--- src/rtl/fm_backward_search.sv ---
// FM-index backward search over a 2-bit DNA read, one Occ ROM lookup per base.
// Narrows the suffix-array interval [k,l] from the last base down to the first.
//
// state  | meaning
// IDLE   | waiting for start; result outputs hold the last search
// LOOKUP | Occ ROM addressed at rows k-1 and l, lane for current base latched
// UPDATE | new interval computed; miss ends early, else next base or finish
// DONE   | one-cycle done pulse, then back to IDLE
module fm_backward_search #(
    parameter logic [7:0] REF_LEN = 8'd4
) (
    input  logic        clk,
    input  logic        rst_n,
    input  logic        start,
    input  logic [31:0] read_seq,
    input  logic [4:0]  read_len,
    input  logic [7:0]  c_a,
    input  logic [7:0]  c_c,
    input  logic [7:0]  c_g,
    input  logic [7:0]  c_t,
    output logic        occ_ce,
    output logic [7:0]  occ_addr_1,
    output logic [7:0]  occ_addr_2,
    input  logic [31:0] occ_data_1,
    input  logic [31:0] occ_data_2,
    output logic        busy,
    output logic        done,
    output logic        found,
    output logic [7:0]  k_out,
    output logic [7:0]  l_out
);

    typedef enum logic [1:0] {IDLE, LOOKUP, UPDATE, DONE} state_t;

    state_t      state_q;
    logic [31:0] seq_q;
    logic [7:0]  c_a_q, c_c_q, c_g_q, c_t_q;
    logic [3:0]  idx_q;
    logic [7:0]  occ_k_q, occ_l_q;
    logic        occ_ce_q, busy_q, done_q, found_q;
    logic [7:0]  addr_1_q, addr_2_q, k_out_q, l_out_q;

    logic [4:0]  len_sat;
    logic [4:0]  len_m1;
    logic [1:0]  base;
    logic [7:0]  c_base;
    logic [7:0]  lane_1, lane_2;
    logic [8:0]  k_d, l_d;

    assign len_sat = (read_len > 5'd16) ? 5'd16 : read_len;
    assign len_m1  = len_sat - 5'd1;
    assign base    = seq_q[{idx_q, 1'b0} +: 2];
    assign lane_1  = occ_data_1[{base, 3'b000} +: 8];
    assign lane_2  = occ_data_2[{base, 3'b000} +: 8];

    always_comb begin
        c_base = c_a_q;
        case (base)
            2'd0: c_base = c_a_q;
            2'd1: c_base = c_c_q;
            2'd2: c_base = c_g_q;
            2'd3: c_base = c_t_q;
            default: c_base = c_a_q;
        endcase
    end

    // 9-bit sums so a wrap past 255 still reads as an empty interval
    assign k_d = {1'b0, c_base} + {1'b0, occ_k_q} + 9'd1;
    assign l_d = {1'b0, c_base} + {1'b0, occ_l_q};

    always_ff @(posedge clk or negedge rst_n) begin
        if (!rst_n) begin
            state_q  <= IDLE;
            seq_q    <= '0;
            c_a_q    <= '0;
            c_c_q    <= '0;
            c_g_q    <= '0;
            c_t_q    <= '0;
            idx_q    <= '0;
            occ_k_q  <= '0;
            occ_l_q  <= '0;
            occ_ce_q <= 1'b0;
            busy_q   <= 1'b0;
            done_q   <= 1'b0;
            found_q  <= 1'b0;
            addr_1_q <= '0;
            addr_2_q <= '0;
            k_out_q  <= '0;
            l_out_q  <= '0;
        end else begin
            case (state_q)
                IDLE: begin
                    if (start) begin
                        seq_q <= read_seq;
                        c_a_q <= c_a;
                        c_c_q <= c_c;
                        c_g_q <= c_g;
                        c_t_q <= c_t;
                        if (len_sat == 5'd0) begin
                            state_q <= DONE;
                            done_q  <= 1'b1;
                            found_q <= 1'b1;
                            k_out_q <= 8'd0;
                            l_out_q <= REF_LEN - 8'd1;
                        end else begin
                            state_q  <= LOOKUP;
                            busy_q   <= 1'b1;
                            idx_q    <= len_m1[3:0];
                            occ_ce_q <= 1'b1;
                            addr_1_q <= 8'hff;
                            addr_2_q <= REF_LEN - 8'd1;
                        end
                    end
                end
                LOOKUP: begin
                    occ_k_q  <= lane_1;
                    occ_l_q  <= lane_2;
                    occ_ce_q <= 1'b0;
                    state_q  <= UPDATE;
                end
                UPDATE: begin
                    if (k_d > l_d) begin
                        state_q <= DONE;
                        busy_q  <= 1'b0;
                        done_q  <= 1'b1;
                        found_q <= 1'b0;
                        k_out_q <= k_d[7:0];
                        l_out_q <= l_d[7:0];
                    end else if (idx_q == 4'd0) begin
                        state_q <= DONE;
                        busy_q  <= 1'b0;
                        done_q  <= 1'b1;
                        found_q <= 1'b1;
                        k_out_q <= k_d[7:0];
                        l_out_q <= l_d[7:0];
                    end else begin
                        // address registers carry the stored interval: row k-1 and row l
                        state_q  <= LOOKUP;
                        idx_q    <= idx_q - 4'd1;
                        occ_ce_q <= 1'b1;
                        addr_1_q <= k_d[7:0] - 8'd1;
                        addr_2_q <= l_d[7:0];
                    end
                end
                DONE: begin
                    done_q  <= 1'b0;
                    state_q <= IDLE;
                end
                default: state_q <= IDLE;
            endcase
        end
    end

    assign occ_ce     = occ_ce_q;
    assign occ_addr_1 = addr_1_q;
    assign occ_addr_2 = addr_2_q;
    assign busy       = busy_q;
    assign done       = done_q;
    assign found      = found_q;
    assign k_out      = k_out_q;
    assign l_out      = l_out_q;

endmodule

--- config.mk ---
export PLATFORM = sky130hd
export DESIGN_NAME = fm_backward_search
export DESIGN_NICKNAME = d
export VERILOG_FILES = /design/src/rtl/fm_backward_search.sv
export SDC_FILE = /design/constraint.sdc
export NUM_CORES = 1
export LEC_CHECK = 0
export ABC_AREA = 1
export CORE_UTILIZATION = 50
export DETAILED_ROUTE_END_ITERATION = 8
export PLACE_DENSITY = 0.81
export SLEW_MARGIN = 25
export SYNTH_ARGS = -nofsm -noshare
export SYNTH_HDL_FRONTEND = slang
export SYNTH_SLANG_ARGS = --single-unit
export TNS_END_PERCENT = 100
--- constraint.sdc ---
create_clock -name clk -period 5.75 [get_ports clk]
set_clock_uncertainty 0.2 [all_clocks]
set_input_delay 1.15 -clock clk [delete_from_list [all_inputs] [get_ports clk]]
set_output_delay 1.15 -clock clk [all_outputs]
set_load 0.02 [all_outputs]
==> impl_metrics.env <==
export IMPL_synth_seq_cells=122
export IMPL_drive_gt1_share_pct=15.28
export IMPL_final_cells=1175
export IMPL_yosysTopAreaCellShare_pct=43.33
export IMPL_ant_nets=0
export IMPL_nets=1147
export IMPL_placed_area_mm2=0.008840
export IMPL_synth_enable_flop_cells=0
export IMPL_wl_mm=18.67
export IMPL_start_util_pct=50.95
export IMPL_drc=0
export IMPL_worst_pin_slew_ns=0.9619
export IMPL_synth_most_common_cell="nand2_1"
export IMPL_drv_cap=0
export IMPL_grt_pass1_vias=6306
export IMPL_ys_async_sr_fraction_pct=100.0
export IMPL_antenna_found_initial=0
export IMPL_dieArea_mm2=0.01457
export IMPL_synth_xor_area_share_pct=1.243
export IMPL_crit_family="simple AND/OR/NAND/NOR gates"
export IMPL_fmax_mhz=194.0
export IMPL_synthAdderAreaFrac_pct=5.186
export IMPL_fp_coreArea_mm2=0.01383
export IMPL_clock_sinks=122
export IMPL_finalCriticalPeriod_ns=5.155
export IMPL_synth_top_area_cell="dfrtp_1"
export IMPL_crit_required_ns=5.91
export IMPL_synth_compound_area_share_pct=6.091
export IMPL_wire_per_inst_um=15.89
export IMPL_antennaDiodeCount=0
export IMPL_num_vias=6295
export IMPL_rows=43
export IMPL_clock_latency_ns=0.43
export IMPL_synthToLayoutAreaGrowth_pct=34.86
export IMPL_placedCellCount=1143
export IMPL_crit_type="flip-flop to flip-flop"
export IMPL_drtIter0Drc=522
export IMPL_cts_setup_buffers=0
export IMPL_yosys_area_share_simple_pct=28.47
export IMPL_port_buffers=171
export IMPL_ys_warn_count=0
export IMPL_synth_area_leaders="dfrtp_1, nand2_1, mux2_2"
export IMPL_yosys_mux_area_fraction_pct=10.23
export IMPL_clockBufferDepth=2
export IMPL_maxSlewHeadroom_pct=35.80
export IMPL_hpwl_mm=13.66
export IMPL_cp_slowest_stage_delay_ns=0.54
export IMPL_r2r_cells=29
export IMPL_nFillCells=1089
export IMPL_cts_root_buf="clkbuf_16"
export IMPL_syn_inst=819
export IMPL_syn_area_mm2=0.007046
export IMPL_grt_pass1_wl_mm=30.98
export IMPL_whs_ns=0.2676
export IMPL_grt_start_max_net_pins=83
export IMPL_crit_arrival_ns=5.31
export IMPL_synth_top_family_by_area="simple AND/OR/NAND/NOR gates"
export IMPL_hp_class="flip-flop to flip-flop"
export IMPL_track_usage_pct=27.33
export IMPL_dr_pass1_iters=5
export IMPL_synth_fp_nets=983
export IMPL_finalInstanceArea_mm2=0.009502
export IMPL_fp_dieW_um=120.7
export IMPL_die_y_um=120.7
export IMPL_slew_viol_final=0
export IMPL_numCtsBuffers=17
export IMPL_yosysSeqAreaShare_pct=43.33
export IMPL_r2r_start="idx_q[0]"
export IMPL_viasPerCell=5.357
export IMPL_clk_pin_slew_ns=0.06
export IMPL_fin_crit_sh_pct=89.66
export IMPL_ys_types=41
export IMPL_synthTopCellsByCount="nand2_1, dfrtp_1, mux2_2"
export IMPL_fin_setup_tns_ns=0
export IMPL_cp_start_kind="flip-flop"
export IMPL_avgSynthCellArea_um2=8.603
export IMPL_h_tree_depth=4
export IMPL_run_status="finished clean"
export IMPL_path_common_cell="nand2_1"
export IMPL_min_delay_start="k_out[4]"
export IMPL_hold_end="k_out[4]"
export IMPL_setup_viol=0
export IMPL_crit_buf_inv=5
export IMPL_cp_end_kind="flip-flop"
export IMPL_cts_tree="done"
export IMPL_synth_ff_type="dfrtp_1"
export IMPL_ios=172
export IMPL_gp_congestion=0.9570
export IMPL_critPathMaxFanout=24
export IMPL_hold_viol=0
export IMPL_r2r_setup_slack_ns=0.59
export IMPL_r2r_end="k_out[5]"
export IMPL_holdPathStages=2
export IMPL_grt_setup_unrepaired="no"
export IMPL_grt_overflow_total=0
export IMPL_slowest_stage="dfrtp_2"
worst max path at each step:
stage | from | endpoint | slack, ns | depth (start not counted)
floorplan | idx_q[0] | l_out[7] | 1.44 | 29
global placement | idx_q[0] | idx_q[0] | 0.52 | 28
detailed placement | idx_q[0] | occ_addr_2[2] | 0.34 | 27
CTS | idx_q[0] | occ_addr_1[5] | 0.22 | 27
global route | idx_q[0] | k_out[7] | 0.12 | 29
finish | idx_q[0] | k_out[5] | 0.59 | 29
worst reg2reg max path: cells and delay by family, from the launching register on:
kind | cells | cell delay [ns]
AO/OA/AOI/OAI | 6 | 0.86
AND/OR/NAND/NOR | 15 | 2.19
buffers and inverters | 5 | 0.48
flip-flops | 1 | 0.54
adder cells (fa/ha/maj) | 3 | 0.83
sequential cells by signal, summed over array words and instances (netlist names):
register / flops
state_q: 2
busy: 1
done: 1
c_a_q: 8
c_c_q: 8
c_g_q: 8
occ_l_q: 8
occ_addr_1: 8
occ_addr_2: 8
occ_k_q: 8
k_out: 8
occ_ce: 1
idx_q: 4
l_out: 8
found: 1
seq_q: 32
c_t_q: 8
final cells by class:
type / count / area [µm²] / share of cell area (%)
Clock buffer: 18 / 439.2 / 4.622
Clock inverter: 13 / 192.7 / 2.028
Inverter: 51 / 196.4 / 2.067
Tap cell: 180 / 225.2 / 2.370
Sequential cell: 122 / 3055 / 32.16
Multi-Input combinational cell: 614 / 3635 / 38.25
Timing Repair Buffer: 177 / 1758 / 18.50
through the flow:
stage,util [%],worst slack [ns]
2_1_floorplan,-,1.438
3_3_place_gp,63.91,0.5184
3_5_place_dp,63.93,0.3445
4_1_cts,68.50,0.2168
5_1_grt,68.72,0.1224
6_report,68.72,0.5947
routing by layer:
layer | vias up | wire (µm) | GRT usage, %
met4 | 0 | 423 | 10.73
met1 | 2977 | 8487 | 36.20
li1 | 3062 | - | -
met3 | 35 | 870 | 5.283
met2 | 221 | 8890 | 44.11
met5 | - | 0 | 0
placed cells by master, fill, tap and decap left out, types with 3 or more instances in the layout:
master and count:
nand3_1 44, nand4_1 40, clkdlybuf4s50_1 170, o21bai_1 3
nand3_2 14, o21ai_0 26, nand2_1 251, nand2_2 9
bufinv_16 4, clkinvlp_4 5, o21ai_1 11, nor2_1 57
xnor2_1 4, o211ai_1 4, mux2_2 64, xor2_1 5
nor2_2 3, clkbuf_16 17, ha_1 26, o22ai_1 5
dfrtp_1 120, buf_4 6, a21oi_1 21, nor2_4 6
inv_1 45, a31oi_1 3
logic make-up after synthesis:
group | Yosys count
adder cells (fa/ha/maj) | 28
multiplexers | 64
AO/OA/AOI/OAI | 76
AND/OR/NAND/NOR | 435
XOR/XNOR | 10
flip-flops | 122
buffers and inverters | 84
what timing repair did:
action / in CTS / in global routing
setup endpoints to repair: 0 / 41
hold buffers: 0 / 0
resized for setup: 0 / 6
Power is left out: the tool's default activity adds up to more than one toggle a clock period on the data nets, which glitch-free logic cannot reach.
